<file path="config.mk">
export PLATFORM = sky130hd
export DESIGN_NAME = issue_queue_n
export DESIGN_NICKNAME = d
export VERILOG_FILES = /design/src/rtl/issue_queue_n.sv
export SDC_FILE = /design/constraint.sdc
export NUM_CORES = 1
export LEC_CHECK = 0
export ABC_AREA = 0
export CAP_MARGIN = 20
export CORE_MARGIN = 3
export CORE_UTILIZATION = 30
export CTS_BUF_LIST = sky130_fd_sc_hd__clkbuf_8
export DETAILED_ROUTE_END_ITERATION = 8
export HOLD_SLACK_MARGIN = 0.02
export MAX_ROUTING_LAYER = met4
export SLEW_MARGIN = 20
export SYNTH_ARGS = -nofsm -noshare
export SYNTH_HDL_FRONTEND = slang
export SYNTH_SLANG_ARGS = --single-unit
</file>
<file path="constraint.sdc">
create_clock -name clk -period 4.4 [get_ports clk]
set_input_delay 1.1 -clock clk [delete_from_list [all_inputs] [get_ports clk]]
set_output_delay 1.1 -clock clk [all_outputs]
set_load 0.02 [all_outputs]
</file>
<file path="src/rtl/issue_queue_n.sv">
// rtl/issue_queue_n.sv - collapsing issue queue, oldest-first select, CDB wakeup (ISSUE_CDB_WAKEUP_BYPASS_EN adds same-cycle wakeup)
module issue_queue_n #(
  parameter int DEPTH  = 4,
  parameter int TAG_W  = 6,
  parameter int DATA_W = 32,
  parameter int PL_W   = 16
) (
  input  logic                       clk,
  input  logic                       rst_n,
  input  logic                       disp_en,
  input  logic [PL_W-1:0]            disp_payload,
  input  logic [TAG_W-1:0]           disp_op1_tag,
  input  logic [TAG_W-1:0]           disp_op2_tag,
  input  logic                       disp_op1_vld,
  input  logic                       disp_op2_vld,
  input  logic [DATA_W-1:0]          disp_op1_data,
  input  logic [DATA_W-1:0]          disp_op2_data,
  input  logic                       cdb_valid,
  input  logic [TAG_W-1:0]           cdb_tag,
  input  logic [DATA_W-1:0]          cdb_data,
  input  logic                       flush,
  input  logic                       issue_ready,
  output logic                       issue_valid,
  output logic [PL_W-1:0]            issue_payload,
  output logic [DATA_W-1:0]          issue_op1,
  output logic [DATA_W-1:0]          issue_op2,
  output logic [$clog2(DEPTH)-1:0]   issue_idx,
  output logic                       queue_full,
  output logic [$clog2(DEPTH+1)-1:0] count
);

  localparam int IDX_W = $clog2(DEPTH);
  localparam int CNT_W = $clog2(DEPTH + 1);

  logic [DEPTH-1:0]  vld_q, v1_q, v2_q;
  logic [PL_W-1:0]   pl_q [DEPTH];
  logic [TAG_W-1:0]  t1_q [DEPTH];
  logic [TAG_W-1:0]  t2_q [DEPTH];
  logic [DATA_W-1:0] d1_q [DEPTH];
  logic [DATA_W-1:0] d2_q [DEPTH];
  logic [CNT_W-1:0]  cnt_q;

  logic [DEPTH-1:0]  vld_d, v1_d, v2_d;
  logic [PL_W-1:0]   pl_d [DEPTH];
  logic [TAG_W-1:0]  t1_d [DEPTH];
  logic [TAG_W-1:0]  t2_d [DEPTH];
  logic [DATA_W-1:0] d1_d [DEPTH];
  logic [DATA_W-1:0] d2_d [DEPTH];
  logic [CNT_W-1:0]  cnt_d;

  logic [DEPTH-1:0]  hit1, hit2, rdy, fired, shift;
  logic [DEPTH-1:0]  c1v, c2v;
  logic [DATA_W-1:0] c1d [DEPTH];
  logic [DATA_W-1:0] c2d [DEPTH];
  logic              sel_vld, fire, accept, dh1, dh2, acc;
  logic [IDX_W-1:0]  sel_idx;

  // Tag match against the broadcast, and the post-capture view of each slot
  always_comb begin
    for (int i = 0; i < DEPTH; i++) begin
      hit1[i] = cdb_valid && vld_q[i] && !v1_q[i] && (t1_q[i] == cdb_tag);
      hit2[i] = cdb_valid && vld_q[i] && !v2_q[i] && (t2_q[i] == cdb_tag);
      c1v[i]  = v1_q[i] | hit1[i];
      c2v[i]  = v2_q[i] | hit2[i];
      c1d[i]  = hit1[i] ? cdb_data : d1_q[i];
      c2d[i]  = hit2[i] ? cdb_data : d2_q[i];
`ifdef ISSUE_CDB_WAKEUP_BYPASS_EN
      rdy[i]  = vld_q[i] && c1v[i] && c2v[i];
`else
      rdy[i]  = vld_q[i] && v1_q[i] && v2_q[i];
`endif
    end
  end

  // Highest index is the oldest entry, so the last hit in the scan wins
  always_comb begin
    sel_vld = 1'b0;
    sel_idx = '0;
    for (int i = 0; i < DEPTH; i++) begin
      if (rdy[i]) begin
        sel_vld = 1'b1;
        sel_idx = IDX_W'(i);
      end
    end
  end

  always_comb begin
    issue_valid   = sel_vld;
    issue_idx     = sel_idx;
    issue_payload = '0;
    issue_op1     = '0;
    issue_op2     = '0;
    if (sel_vld) begin
      issue_payload = pl_q[sel_idx];
`ifdef ISSUE_CDB_WAKEUP_BYPASS_EN
      issue_op1     = c1d[sel_idx];
      issue_op2     = c2d[sel_idx];
`else
      issue_op1     = d1_q[sel_idx];
      issue_op2     = d2_q[sel_idx];
`endif
    end
  end

  assign fire       = sel_vld && issue_ready;
  assign queue_full = &vld_q;
  assign count      = cnt_q;
  // A full queue still takes a dispatch in a fire cycle: the freed slot makes room
  assign accept     = disp_en && (!queue_full || fire);
  assign dh1        = cdb_valid && !disp_op1_vld && (disp_op1_tag == cdb_tag);
  assign dh2        = cdb_valid && !disp_op2_vld && (disp_op2_tag == cdb_tag);

  always_comb begin
    acc = 1'b0;
    for (int i = DEPTH - 1; i >= 0; i--) begin
      fired[i] = fire && (sel_idx == IDX_W'(i));
      acc      = acc | !vld_q[i] | fired[i];
      shift[i] = acc;
    end
  end

  always_comb begin
    if (shift[0]) begin
      vld_d[0] = accept;
      pl_d[0]  = disp_payload;
      t1_d[0]  = disp_op1_tag;
      t2_d[0]  = disp_op2_tag;
      v1_d[0]  = disp_op1_vld | dh1;
      v2_d[0]  = disp_op2_vld | dh2;
      d1_d[0]  = dh1 ? cdb_data : disp_op1_data;
      d2_d[0]  = dh2 ? cdb_data : disp_op2_data;
    end else begin
      vld_d[0] = vld_q[0];
      pl_d[0]  = pl_q[0];
      t1_d[0]  = t1_q[0];
      t2_d[0]  = t2_q[0];
      v1_d[0]  = c1v[0];
      v2_d[0]  = c2v[0];
      d1_d[0]  = c1d[0];
      d2_d[0]  = c2d[0];
    end
    for (int i = 1; i < DEPTH; i++) begin
      if (shift[i]) begin
        vld_d[i] = vld_q[i-1] && !fired[i-1];
        pl_d[i]  = pl_q[i-1];
        t1_d[i]  = t1_q[i-1];
        t2_d[i]  = t2_q[i-1];
        v1_d[i]  = c1v[i-1];
        v2_d[i]  = c2v[i-1];
        d1_d[i]  = c1d[i-1];
        d2_d[i]  = c2d[i-1];
      end else begin
        vld_d[i] = vld_q[i];
        pl_d[i]  = pl_q[i];
        t1_d[i]  = t1_q[i];
        t2_d[i]  = t2_q[i];
        v1_d[i]  = c1v[i];
        v2_d[i]  = c2v[i];
        d1_d[i]  = c1d[i];
        d2_d[i]  = c2d[i];
      end
    end
  end

  always_comb begin
    cnt_d = cnt_q;
    case ({accept, fire})
      2'b10:   cnt_d = cnt_q + CNT_W'(1);
      2'b01:   cnt_d = cnt_q - CNT_W'(1);
      default: cnt_d = cnt_q;
    endcase
  end

  always_ff @(posedge clk or negedge rst_n) begin
    if (!rst_n) begin
      vld_q <= '0;
      v1_q  <= '0;
      v2_q  <= '0;
      cnt_q <= '0;
      for (int i = 0; i < DEPTH; i++) begin
        pl_q[i] <= '0;
        t1_q[i] <= '0;
        t2_q[i] <= '0;
        d1_q[i] <= '0;
        d2_q[i] <= '0;
      end
    end else if (flush) begin
      vld_q <= '0;
      v1_q  <= '0;
      v2_q  <= '0;
      cnt_q <= '0;
    end else begin
      vld_q <= vld_d;
      v1_q  <= v1_d;
      v2_q  <= v2_d;
      cnt_q <= cnt_d;
      for (int i = 0; i < DEPTH; i++) begin
        pl_q[i] <= pl_d[i];
        t1_q[i] <= t1_d[i];
        t2_q[i] <= t2_d[i];
        d1_q[i] <= d1_d[i];
        d2_q[i] <= d2_d[i];
      end
    end
  end

endmodule

</file>
Word-level counts from Yosys, hierarchy flattened
Cells that the tools add are included. Widths: inputs -> output; s select.

Flip-flop bits (word level): 383. Input port bits: 138. Output and inout bits: 87. Word-level logic and storage cells: 193.

$add $sub $neg: 2. Order comparisons: 1. Equal/unequal tests: 15. Mux-type cells: 54. Bitwise logic cells: 19. Reduce and logical (&&, ||, !) cells: 75.

Operators by type and width (number): $mux 32 (24); $bmux 32 s2 (2); $eq 6x6->1 (10); $mux 16 (3); $logic_and 1x1->1 (41); $bmux 16 s2 (1); $logic_not 1->1 (18); $mux 1 (17); $or 1x1->1 (17); $mux 4 (3); $reduce_and 2->1 (6); $reduce_bool 2->1 (6); $eq 2x2->1 const B (3); $pmux 3 s2 (1); $eq 2x1->1 const B (2); $mux 2 (2); $reduce_and 4->1 (1); $add 3x1->3 const B (1); $ge 3x3->1 const B (1); $mux 3 (1); $not 2->3 (1); $reduce_bool 3->1 (1); $sub 3x1->3 const B (1); $logic_not 2->1 (1); other kinds (2) (2).

Longest topological paths before layout
Depth after elaboration: 17. Mapped depth: 10. Gate-level depth less buffers: 9.

Worst setup path before layout
OpenSTA, ideal clock, no wires.

Kind: register to output. From: register v2_q[3]. To: output port issue_op1[0]. Arrival time: 2018 ps. Required time: 3300 ps. Setup slack: 1282 ps. Stages on the path, launching flop included: 9. Path buffers: 2. Path through: dfrtp_1 and3_1 clkbuf_1 nor2_1 clkbuf_1 a22oi_1 nand2b_1 a21oi_1 a21oi_1.

Cells in the longest elaborated chain, start to end: 7. Elaborated cells between the ends (all ways): 8. Those cells by class: mux (6); bitwise (1); reduce/logical (1).

Ends and longest elaborated chain: start: declaration (RTL line 35) `logic [DEPTH-1:0] vld_q, v1_q, v2_q;`; start signal: assignment (RTL line 195) `v2_q <= v2_d;`; $logic_and 1x1->1 * (RTL line 70) `rdy[i] = vld_q[i] && v1_q[i] && v2_q[i];`; $mux 2 (RTL line 80) `if (rdy[i]) begin`; $not 2->3 (implied by the code) (RTL line 99) `issue_op1 = d1_q[sel_idx];`; $bmux 32 s2 (RTL line 99); $mux 32 (implied by the code) (2 in series) (RTL line 99); $mux 32 * (RTL line 93) `if (sel_vld) begin`; end: declaration (RTL line 25) `output logic [DATA_W-1:0] issue_op1,`.

Mark *: on every way between the ends. The rest lies on a longest branch, timed or not. The select of a mux whose other input is x is not followed.

Worst setup path in the final report
From: register v1_q[3]. To: output port issue_payload[5].

Cells in the longest elaborated chain, start to end: 8. Elaborated cells between the ends (all ways): 9. Those cells by class: mux (6); bitwise (1); reduce/logical (2).

Ends and longest elaborated chain: start: declaration (RTL line 35); start signal: assignment (RTL line 194) `v1_q <= v1_d;`; $logic_and 1x1->1 * (2 in series) (RTL line 70); $mux 2 (RTL line 80); $not 2->3 (implied by the code) (RTL line 94) `issue_payload = pl_q[sel_idx];`; $bmux 16 s2 (RTL line 94); $mux 16 (implied by the code) (2 in series) (RTL line 94); $mux 16 * (RTL line 93); end: declaration (RTL line 24) `output logic [PL_W-1:0] issue_payload,`.

Marks and branches as above.

==> flow_summary.toml <==
[detailed_routing]
routedWlPerCell_um = 23.6
drt_drc_violations_left = 0
ant_nets = 0
avgViaCountPerCell = 5.50
firstDrtPassIters = 6
drtIter0Drc = 1619
via_count = 17430
routed_wl_mm = 74.8

[clocking]
clk_latency_ns = 0.65
cts_buffers = 73
cts_sinks = 383
cts.htree.levels = 3
clock-root-buffer = "clkbuf_8"
clockBufferDepth = 3
cts_setup_buffers = 0
cts_hold_buf = 0
clkTransAtPathRegs_ns = 0.06
cts_tree = "done"

[yosys]
syn_nets = 2204
synth.distinct_cells = 61
syn_avg_cell_area_um2 = 9.75
ys.flop_type = "dfrtp_1"
ys_warn_count = 0
ys_async_sr_fraction = 1.00
synthCells = 2065
synth-edff-count = 0
synth_seq_area_share = 0.476
synth.cell_area_um2 = 20100
synth_seq_cells = 383

[finish]
drive_gt1_frac = 0.139
n_fill_cell = 6476
final_common_cell = "dfrtp_1"
areaGrowthSynthToFinish_pct = 25.9
seq_area_um2 = 9590
nets = 2379
multi_input_area_um2 = 9690
finalNonFillerCells = 3170
layout.cells.most_common_list = "dfrtp_1, clkdlybuf4s50_1, a21oi_1"
final_core_util = 0.384
design_area_um2 = 25400

[setup_path]
reg2reg_slack_ns = 1.10
critical_path.endpoint_type = "primary output"
r2r_start = "vld_q[1]"
criticalPathCategory = "reg2out"
startpoint_type = "flip-flop"
cp.required_ns = 3.30
r2r-end = "d1_q[100]"
cp.arrival_ns = 3.25
path_max_fanout = 32
ff2ff_path_depth = 8

[die]
die_y_um = 265
core_area_um2 = 66100
ios = 225
row_count = 94
die_w_um = 265
design.die.area_um2 = 70300
initial_core_util = 0.305

[timing]
rsz0062_at_grt = "true"
finalSetupViolCount = 0
fin_crit_ns = 4.35
hold_ws_ns = 0.383
finClkSkew_ns = 0.0283
timing.fmax_mhz = 230
maxSlewViolCount = 0
worst_pin_slew_ns = 1.09
final_hold_viol_count = 0
period_share = 0.988
max-slew-margin-rel = 0.272

[global_route]
overflow = 0
grt_max_degree = 135
grt_pass1_wl_mm = 114
grt_usage = 0.216
first_global_vias = 18158
antenna_found_initial = 11

[pwr]
p_per_area_nw_per_um2 = 370
vdd_drop_max_mv = 0.232
p_leak_nw = 11.5

[placed_design]
dpl.hpwl_mm = 47.2
place_area_um2 = 23600
portBuffers = 224
place.gp.congestion = 0.857
dp_cells = 3024

[flow_run]
maxCapViolCount = 0

[worst_hold_path]
hp-class = "in2async"

[status]
status = "finished clean"
==> state kept, by name (all words and copies together) (netlist names) <==
register / count
t1_q: 24
d1_q: 128
vld_q: 4
v1_q: 4
count: 3
t2_q: 24
d2_q: 128
pl_q: 64
v2_q: 4
==> layer usage <==
layer / share of wire / GRT usage / vias up
met5: 0 / - / -
met4: 0.036 / 0.0845 / 0
met3: 0.091 / 0.0629 / 170
met2: 0.46 / 0.334 / 793
met1: 0.41 / 0.268 / 8676
li1: - / - / 7791
==> cells by family after synthesis <==
group,count (synthesis),synth area share
multiplexers,184,0.0968
buffers and inverters,265,0.0541
adder cells (fa/ha/maj),1,0.000994
AND/OR/NAND/NOR,503,0.121
flip-flops,383,0.476
XOR/XNOR,62,0.0270
AO/OA/AOI/OAI,667,0.225
==> worst max-delay path, stage by stage, from the launching register on <==
cell	delay (ns)
dfrtp_1	0.47
and3_4	0.32
buf_8	0.29
buf_4	0.29
a22oi_1	0.14
nand2b_1	0.09
a21oi_1	0.06
a21oi_1	0.25
clkdlybuf4s50_1	0.67
==> repair_timing <==
item,4_1_cts,5_1_grt
setup endpoints to repair,50,43
pin swaps,1,0
gates cloned,2,0
resized for setup,14,25
==> synthesized netlist by cell type, types with 31 or more instances <==
master	n	share of area
dfrtp_1	383	0.48
a21oi_1	198	0.049
nand2_1	167	0.031
nand2b_1	148	0.046
clkbuf_1	123	0.023
nor2_1	116	0.022
a22oi_1	100	0.037
mux2i_1	99	0.049
o21ai_0	89	0.022
mux2_2	84	0.047
inv_1	69	0.013
o21ai_1	61	0.015
o221a_1	61	0.034
buf_2	46	0.011
a221o_1	42	0.021
xnor2_1	38	0.017
o22ai_1	33	0.010
a221oi_1	31	0.013
==> layout make-up <==
| type | instances | share of cell area |
|---|---|---|
| sequential | 383 | 0.378 |
| tap | 864 | 0.0426 |
| inverter | 69 | 0.0102 |
| multi-input combinational | 1417 | 0.382 |
| clock buffer | 99 | 0.0537 |
| antenna | 11 | 0.00109 |
| clock inverter | 31 | 0.00597 |
| timing repair buffer | 296 | 0.126 |
==> stage by stage <==
stage	worst slack, ns	TNS [ns]	power (mW)
global placement	0.404	0	5.72
detailed placement	0.376	0	5.80
finish	0.0528	0	9.38
global route	-0.0531	-0.282	9.84
CTS	-0.0261	-0.0388	9.45
floorplan	1.28	0	5.21
==> worst max path at each step <==
stage,start,to,slack [ns],cells after the start
finish,v1_q[3],issue_payload[5],0.05,8
global route,vld_q[3],issue_payload[4],-0.05,8
CTS,v2_q[2],issue_op2[10],-0.03,7
detailed placement,issue_ready,d1_q[96],0.38,9
global placement,cdb_tag[2],d2_q[42],0.40,8
floorplan,v2_q[3],issue_op1[0],1.28,8
==> where the power goes <==
group | total (mW) | leakage (nW) | internal [mW] | switching, mW
logic | 1.38 | 6.09 | 0.696 | 0.689
registers | 4.37 | 4.55 | 4.01 | 0.360
clock network | 3.62 | 0.854 | 2.01 | 1.62
No activity file was read; power rests on OpenSTA's default activity.
